===== src/rtl/player_move_ctrl.sv =====
// Player sprite movement controller: synchronized pushbuttons drive an IDLE/SLOW/FAST
// step FSM clocked by btnClk rising edges. Define PLAYER_WRAP_EN to wrap at screen edges instead of clamping.
module player_move_ctrl #(
   parameter int SCREEN_W = 640,
   parameter int SCREEN_H = 480,
   parameter int OBJ_W    = 16,
   parameter int OBJ_H    = 16,
   parameter int STEP     = 4,
   parameter int START_X  = 312,
   parameter int START_Y  = 232
) (
   input  logic       Clk_In,
   input  logic       rst,
   input  logic       btnClk,
   input  logic       btnU,
   input  logic       btnD,
   input  logic       btnL,
   input  logic       btnR,
   input  logic       btnC,
   output logic [9:0] posX,
   output logic [9:0] posY,
   output logic       moving,
   output logic       tick
);

   // state | meaning
   // IDLE  | no movement, run counter 0
   // SLOW  | moving STEP px per step, counting equal-direction steps
   // FAST  | moving 2*STEP px per step after four equal steps
   typedef enum logic [1:0] {ST_IDLE, ST_SLOW, ST_FAST} state_t;

   localparam logic signed [10:0] XMAX   = 11'(SCREEN_W - OBJ_W);
   localparam logic signed [10:0] YMAX   = 11'(SCREEN_H - OBJ_H);
   localparam logic signed [10:0] STEP_1 = 11'(STEP);
   localparam logic signed [10:0] STEP_2 = 11'(2 * STEP);
   localparam logic [9:0]         X0     = 10'(START_X);
   localparam logic [9:0]         Y0     = 10'(START_Y);

   state_t            state, state_nxt;
   logic [2:0]        run_cnt, run_cnt_nxt;
   logic [4:0]        btn_meta, btn_sync;       // {C, U, D, L, R}
   logic              btnClk_q;
   logic              step_ev;
   logic signed [1:0] dx, dy, prev_dx, prev_dy;
   logic signed [10:0] step_sz, off_x, off_y, nx, ny;
   logic [9:0]        posX_nxt, posY_nxt;
   logic              dir_zero, dir_same;

   function automatic logic [9:0] fit(input logic signed [10:0] v, input logic signed [10:0] vmax);
`ifdef PLAYER_WRAP_EN
      if (v < 11'sd0)     return vmax[9:0];
      else if (v > vmax)  return 10'd0;
      else                return v[9:0];
`else
      if (v < 11'sd0)     return 10'd0;
      else if (v > vmax)  return vmax[9:0];
      else                return v[9:0];
`endif
   endfunction

   assign step_ev = btnClk & ~btnClk_q;

   always_comb begin
      dx = 2'sd0;
      dy = 2'sd0;
      if (btn_sync[0] & ~btn_sync[1])      dx = 2'sd1;
      else if (btn_sync[1] & ~btn_sync[0]) dx = -2'sd1;
      if (btn_sync[2] & ~btn_sync[3])      dy = 2'sd1;
      else if (btn_sync[3] & ~btn_sync[2]) dy = -2'sd1;
      dir_zero = (dx == 2'sd0) && (dy == 2'sd0);
      dir_same = (dx == prev_dx) && (dy == prev_dy);
   end

   // State register plus the datapath registers that move with it
   always_ff @(posedge Clk_In) begin
      if (rst) begin
         btn_meta <= '0;
         btn_sync <= '0;
         btnClk_q <= 1'b1;
         tick     <= 1'b0;
         state    <= ST_IDLE;
         run_cnt  <= 3'd0;
         prev_dx  <= 2'sd0;
         prev_dy  <= 2'sd0;
         posX     <= X0;
         posY     <= Y0;
      end else begin
         btn_meta <= {btnC, btnU, btnD, btnL, btnR};
         btn_sync <= btn_meta;
         btnClk_q <= btnClk;
         tick     <= step_ev;
         if (btn_sync[4]) begin
            state   <= ST_IDLE;
            run_cnt <= 3'd0;
            prev_dx <= 2'sd0;
            prev_dy <= 2'sd0;
            posX    <= X0;
            posY    <= Y0;
         end else if (step_ev) begin
            state   <= state_nxt;
            run_cnt <= run_cnt_nxt;
            prev_dx <= dx;
            prev_dy <= dy;
            posX    <= posX_nxt;
            posY    <= posY_nxt;
         end
      end
   end

   // Next state; step size always follows the destination state
   always_comb begin
      state_nxt   = state;
      run_cnt_nxt = run_cnt;
      step_sz     = 11'sd0;
      if (dir_zero) begin
         state_nxt   = ST_IDLE;
         run_cnt_nxt = 3'd0;
      end else begin
         case (state)
            ST_IDLE: begin
               state_nxt   = ST_SLOW;
               run_cnt_nxt = 3'd1;
               step_sz     = STEP_1;
            end
            ST_SLOW: begin
               if (dir_same && run_cnt >= 3'd4) begin
                  state_nxt = ST_FAST;
                  step_sz   = STEP_2;
               end else if (dir_same) begin
                  run_cnt_nxt = run_cnt + 3'd1;
                  step_sz     = STEP_1;
               end else begin
                  run_cnt_nxt = 3'd1;
                  step_sz     = STEP_1;
               end
            end
            ST_FAST: begin
               if (dir_same) begin
                  step_sz = STEP_2;
               end else begin
                  state_nxt   = ST_SLOW;
                  run_cnt_nxt = 3'd1;
                  step_sz     = STEP_1;
               end
            end
            default: begin
               state_nxt   = ST_IDLE;
               run_cnt_nxt = 3'd0;
            end
         endcase
      end
   end

   always_comb begin
      off_x = 11'sd0;
      off_y = 11'sd0;
      if (dx == 2'sd1)       off_x = step_sz;
      else if (dx == -2'sd1) off_x = -step_sz;
      if (dy == 2'sd1)       off_y = step_sz;
      else if (dy == -2'sd1) off_y = -step_sz;
      nx       = $signed({1'b0, posX}) + off_x;
      ny       = $signed({1'b0, posY}) + off_y;
      posX_nxt = fit(nx, XMAX);
      posY_nxt = fit(ny, YMAX);
   end

   always_comb begin
      moving = (state != ST_IDLE);
   end

endmodule

===== config.mk =====
export PLATFORM = sky130hd
export DESIGN_NAME = player_move_ctrl
export DESIGN_NICKNAME = d
export VERILOG_FILES = /design/src/rtl/player_move_ctrl.sv
export SDC_FILE = /design/constraint.sdc
export NUM_CORES = 1
export LEC_CHECK = 0
export CORE_MARGIN = 5
export CORE_UTILIZATION = 40
export CTS_CLUSTER_SIZE = 12
export DETAILED_ROUTE_END_ITERATION = 10
export GPL_TIMING_DRIVEN = 0
export PLACE_DENSITY_LB_ADDON = 0.25
export REMOVE_ABC_BUFFERS = 1
export SYNTH_ARGS = -nofsm -noshare
export SYNTH_HDL_FRONTEND = slang
export SYNTH_SLANG_ARGS = --single-unit

===== constraint.sdc =====
create_clock -name Clk_In -period 5 [get_ports Clk_In]
set_input_delay 0.5 -clock Clk_In [delete_from_list [all_inputs] [get_ports Clk_In]]
set_output_delay 0.5 -clock Clk_In [all_outputs]
set_load 0.05 [all_outputs]

[Yosys cells after proc, flatten, opt, wreduce, memory -nomap -nowiden]
Index checks and enable logic that the tools add are counted.
Word-level totals
  output and inout bits: 22
  bits in registers: 41
Cells by class
  bitwise operators: 10
  reductions and logical operators: 10
  eq/ne operators: 11
  add/subtract/negate cells: 4
  mux-type cells: 25
  order comparisons: 5
Operator list (count)
  11-bit two-way mux: 4
  10-bit two-way mux: 4
  11-bit adder: 2
  11-bit by 1-bit less-than comparator with 1-bit output (second input constant): 2
  2-bit two-way mux: 7
  3-bit two-way mux: 4
  4-bit two-way mux: 3
  4-bit case mux with 3 select lines: 1
  11-bit by 10-bit greater-than comparator with 1-bit output (second input constant): 1
  11-bit greater-than comparator (second input constant): 1
  11-bit negation: 1
  3-bit != test (second input constant): 3
  3-bit case mux with 3 select lines: 1
  2-bit by 1-bit equality test with 1-bit output (second input constant): 3
  2-bit equality test (second input constant): 3
  2-bit logical NOT: 3
  2-bit case mux with 3 select lines: 1
  3-bit AND reduction: 2
  1-bit AND: 5
  1-bit inverter: 5
  2-bit equality test: 2
  3-bit by 1-bit adder with 3-bit output (second input constant): 1
  3-bit >= comparator (second input constant): 1
  1-bit logical AND: 3
  2 further kinds: 2

[Longest topological paths before layout]
  depth after elaboration: 17
  gate-level depth with buffers: 18
  depth with buffers taken out: 17

[Worst setup path before layout]
No wires, ideal clock.
  path type: reg-to-reg
  from: register btn_sync[0]
  to: register posX[6]
  path slack: 0.697 ns
  data arrival time: 4.236 ns
  data required time: 4.933 ns
  buffers on the path: 0
  library setup time: 0.067 ns
  cell stages (with the launch flop): 16
  cells stage by stage: dfxtp_1 inv_1 ha_1 or3b_1 a2111oi_2 o21ai_1 ha_1 nand2_1 mux2i_1 fa_1 or3_4 or4_1 nand3_1 o311ai_1 or4_4 a21oi_2
Between the ends
  cells in the longest elaborated chain, start to end: 17
  elaborated cells between the ends (all ways): 24
  classes of those cells: add/sub: 2; order compare: 2; eq/ne: 3; mux: 10; bitwise: 3; reduce/logical: 4
Ends and longest elaborated chain
  from (decl): RTL line 41  | logic [4:0] btn_meta, btn_sync;
  from (signal assigned): RTL line 89  | btn_sync <= btn_meta;
  1-bit inverter: RTL line 67  | else if (btn_sync[1] & ~btn_sync[0]) dx = -2'sd1;
  1-bit AND: RTL line 67
  2-bit two-way mux: RTL line 67
  2-bit two-way mux *: RTL line 66  | if (btn_sync[0] & ~btn_sync[1]) dx = 2'sd1;
  2-bit equality test: RTL line 71  | dir_same = (dx == prev_dx) && (dy == prev_dy);
  1-bit logical AND: RTL line 71
  1-bit logical AND: RTL line 126  | if (dir_same && run_cnt >= 3'd4) begin
  4-bit two-way mux: RTL line 126
  4-bit case mux with 3 select lines: RTL line 119  | case (state)
  4-bit two-way mux: RTL line 115  | if (dir_zero) begin
  11-bit negation: RTL line 158  | else if (dx == -2'sd1) off_x = -step_sz;
  11-bit two-way mux: RTL line 158
  11-bit two-way mux *: RTL line 157  | if (dx == 2'sd1) off_x = step_sz;
  11-bit adder *: RTL line 161  | nx = $signed({1'b0, posX}) + off_x;
  11-bit greater-than comparator: RTL line 56  | else if (v > vmax) return vmax[9:0];
  10-bit two-way mux: RTL line 56
  10-bit two-way mux *: RTL line 55  | if (v < 11'sd0) return 10'd0;
  to (signal assigned): RTL line 104  | posX <= posX_nxt;
  to (decl): RTL line 20  | output logic [9:0] posX,
Every way passes the cells marked *; elsewhere a longest branch is shown, timed or not.
A chain may end at the register's enable or synchronous reset.

[Worst setup path after layout]
Same ends and word-level chain as after synthesis.

==> metrics.md <==
| Metric | Value |
|---|---|
| Root buf cell | `clkbuf_8` |
| WHS | `0.440 ns` |
| Post-synthesis cell type count | `65` |
| Synth-to-Final Area Change | `16.4%` |
| Max Cap Violations | `0` |
| GR Overflow Total | `0` |
| Xor/xnor share of the synthesized area | `0.0519` |
| Slew Limit Fails | `0` |
| CTS tree | `yes` |
| Reg-to-reg critical path endpoint | `posX[6]` |
| # port buffers | `25` |
| Wire length per cell | `13.7 um` |
| Worst EP required | `5.23 ns` |
| FILL cells | `615` |
| Critical path arrival | `4.85 ns` |
| # rows | `29` |
| Status | `completed` |
| Die ar. | `0.00803 mm^2` |
| Largest net degree at the start of global routing | `21` |
| Layout Cells excl Fill | `403` |
| CTS clk-pin slew, worst paths | `0.08 ns` |
| Fin crit share | `0.924` |
| Setup CP Type | `flip-flop to flip-flop` |
| Clk_skew | `0.00474 ns` |
| Post-synth top flop | `dfxtp_1` |
| Synthesized area per cell | `8.20 um^2` |
| Crit Path Max Fanout | `8` |
| Reg area | `741 um^2` |
| Sequential area share after synthesis | `0.292` |
| Largest family of logic cells by synthesized area | `simple AND/OR/NAND/NOR gates` |
| Most numerous cell in the Yosys netlist | `dfxtp_1` |
| Slew HR | `0.424` |
| Synth top area cells | `dfxtp_1 (29%), ha_1 (6.4%), a21oi_1 (4.7%)` |
| Synthesized area | `0.00253 mm^2` |
| IO Pins | `30` |
| EDFF count, synth | `0` |
| Synth cell count leaders | `dfxtp_1 (37), a21oi_1 (24), nand2_1 (24)` |
| Post-synthesis mux area share | `0.0119` |
| Slew of the pin with the lowest slew margin | `0.864 ns` |
| Die W | `89.6 um` |
| Worst slack, placed | `0.220 ns` |
| Setup crit start | `btn_sync[0]` |
| Synthesized netlist cell count | `309` |
| RR Startpoint | `btn_sync[0]` |
| Startpoint Class | `flip-flop` |
| Synth async-reset ratio | `0` |
| ANT cells | `0` |
| Post-DP HPWL | `3.94 mm` |
| Num CTS Buffers | `5` |
| Initial drt markers | `92` |
| Lkg Pwr | `1.06 nW` |
| Max Fclk | `0.217 GHz` |
| Clock insertion delay at the later pin of the skew report | `0.29 ns` |
| Post-synthesis register bit count | `37` |
| Final Hold Viols | `0` |
| DRC viols | `0` |
| Cell count after placement | `394` |
| GRT Util Overall | `0.151` |
| Period minus WS final | `4.62 ns` |
| Longest Clk Path Bufs | `2` |
| Initial core utilization | `0.406` |
| Worst Hold Class | `flip-flop to flip-flop` |
| CP Capture Type | `flip-flop` |
| # setup viols final | `0` |
| Initial antenna violation count | `0` |
| End of the critical path | `posX[6]` |
| VDD IR max | `0.122 mV` |
| Chip Height | `89.6 um` |
| RSZ-0062 raised after global routing | `false` |
| Setup ws final | `0.382 ns` |
| Fin Setup TNS | `0 ns` |
| Layout cells sized above 1 | `0.0767` |
| H-tree depth | `2` |
| Detailed Route WL | `5.52 mm` |
| Layout Nets | `348` |
| Synth Warn # | `0` |
| First-pass GRT wire length | `9.58 mm` |
| Cts-stage hold buffer count | `0` |
| Number of global-route vias before repair | `2037` |
| Antenna viol nets, final | `0` |
| Placer Congestion | `0.825` |
| R2r setup slk | `0.38 ns` |
| Multi-input logic area | `0.00166 mm^2` |
| 1st-pass router iterations | `4` |
| Yosys top cell area share | `0.292` |
| Vias per cell | `5.62` |
| Clock sinks | `37` |
| Simple-gate share of the synthesized area | `0.263` |
| Min-delay src | `btn_meta[4]` |
| Vias | `2265` |
| Overall power | `0.734 mW` |
| Power Dens Cells | `249 mW/mm^2` |
| Post-Synth Adder-Cell Area | `0.0800` |
| Core area | `0.00624 mm^2` |
| Synth Area in Compound Gates | `0.234` |
| Area leader, netlist | `dfxtp_1` |
| Worst Reg-to-Reg Cells | `15` |
==> layout by cell type (no fill, tap or decap), types with 3 or more instances in the layout <==
| cell type | synthesis | final |
|---|---|---|
| dfxtp_1 | 37 | 37 |
| clkdlybuf4s50_1 | 0 | 25 |
| nand2_1 | 24 | 24 |
| a21oi_1 | 24 | 23 |
| nor2_1 | 16 | 16 |
| inv_1 | 15 | 15 |
| ha_1 | 13 | 13 |
| nor2b_1 | 13 | 12 |
| nand3_1 | 12 | 12 |
| xnor2_1 | 11 | 11 |
| o21ai_1 | 10 | 10 |
| o21ai_0 | 10 | 10 |
| nor3_1 | 9 | 9 |
| a211oi_1 | 8 | 8 |
| and3_1 | 6 | 6 |
| clkbuf_8 | 0 | 5 |
| and2_1 | 4 | 4 |
| xor2_1 | 4 | 4 |
| o31ai_1 | 4 | 4 |
| conb_1 | 1 | 4 |
| or3b_1 | 3 | 3 |
| nand2b_1 | 3 | 3 |
| mux2i_1 | 3 | 3 |
| or2_2 | 3 | 3 |
| a21o_1 | 3 | 3 |
| nand4_1 | 3 | 3 |
| o211ai_1 | 3 | 3 |
| nand4b_1 | 3 | 3 |
| a211o_1 | 3 | 3 |
==> cells by family after synthesis <==
family	Yosys count
flip-flops	37
AO/OA/AOI/OAI	85
multiplexers	3
adder cells (fa/ha/maj)	15
other	1
XOR/XNOR	15
buffers and inverters	36
AND/OR/NAND/NOR	117
==> flip-flops by register name, summed over array words and instances, names as in the netlist, 2 cells and up <==
name / count
state: 2
btn_sync: 5
btn_meta: 5
prev_dy: 2
run_cnt: 3
posX: 8
posY: 8
prev_dx: 2
==> layer usage <==
metal,up-vias,part of all wire,GRT usage
li1,1149,-,-
met1,1062,0.48,0.200
met2,45,0.45,0.243
met3,9,0.044,0.0237
met4,0,0.018,0.0677
met5,-,0,0
==> layout make-up <==
type,count,area share
sequential,37,0.251
clock buffer,5,0.0233
multi-input combinational,239,0.561
tap,77,0.0327
clock inverter,3,0.0233
timing repair buffer,26,0.0874
inverter,16,0.0208
==> timing repair <==
item / 4_1_cts / 5_1_grt
endpoints found under the setup margin: 0 / 14
buffers inserted: 0 / 1
gates resized for setup: 0 / 2
==> worst max-delay path: stages (launching register included) <==
cell	delay [ns]
dfxtp_1	0.33
inv_1	0.06
ha_1	0.35
or3b_1	0.42
a2111oi_4	0.43
o21ai_1	0.24
ha_1	0.36
nand2_1	0.06
mux2i_1	0.11
fa_1	0.56
or3_4	0.38
or4_1	0.40
nand3_1	0.09
o311ai_1	0.16
or4_4	0.47
a21oi_2	0.12
==> how the worst min path moves through the flow <==
stage / endpoint / cells after the start
after floorplan: btn_sync[0] / 1
after global placement: btn_sync[4] / 1
after detailed placement: btn_sync[0] / 1
after CTS: btn_sync[0] / 1
after global routing: btn_sync[0] / 1
final: btn_sync[4] / 1
==> per-stage QoR <==
stage                      util  area (um^2)
after detailed placement  0.446         2790
final                     0.473         2950
after global routing      0.473         2950
after global placement    0.446         2790
after CTS                 0.469         2920
after floorplan               -         2440
==> where the power goes <==
group	internal, mW	total [mW]	switching, mW
logic	0.0399	0.107	0.0672
clock network	0.201	0.316	0.115
registers	0.303	0.311	0.00795
total	0.544	0.734	0.190
Power figures use the tool's default switching activity.
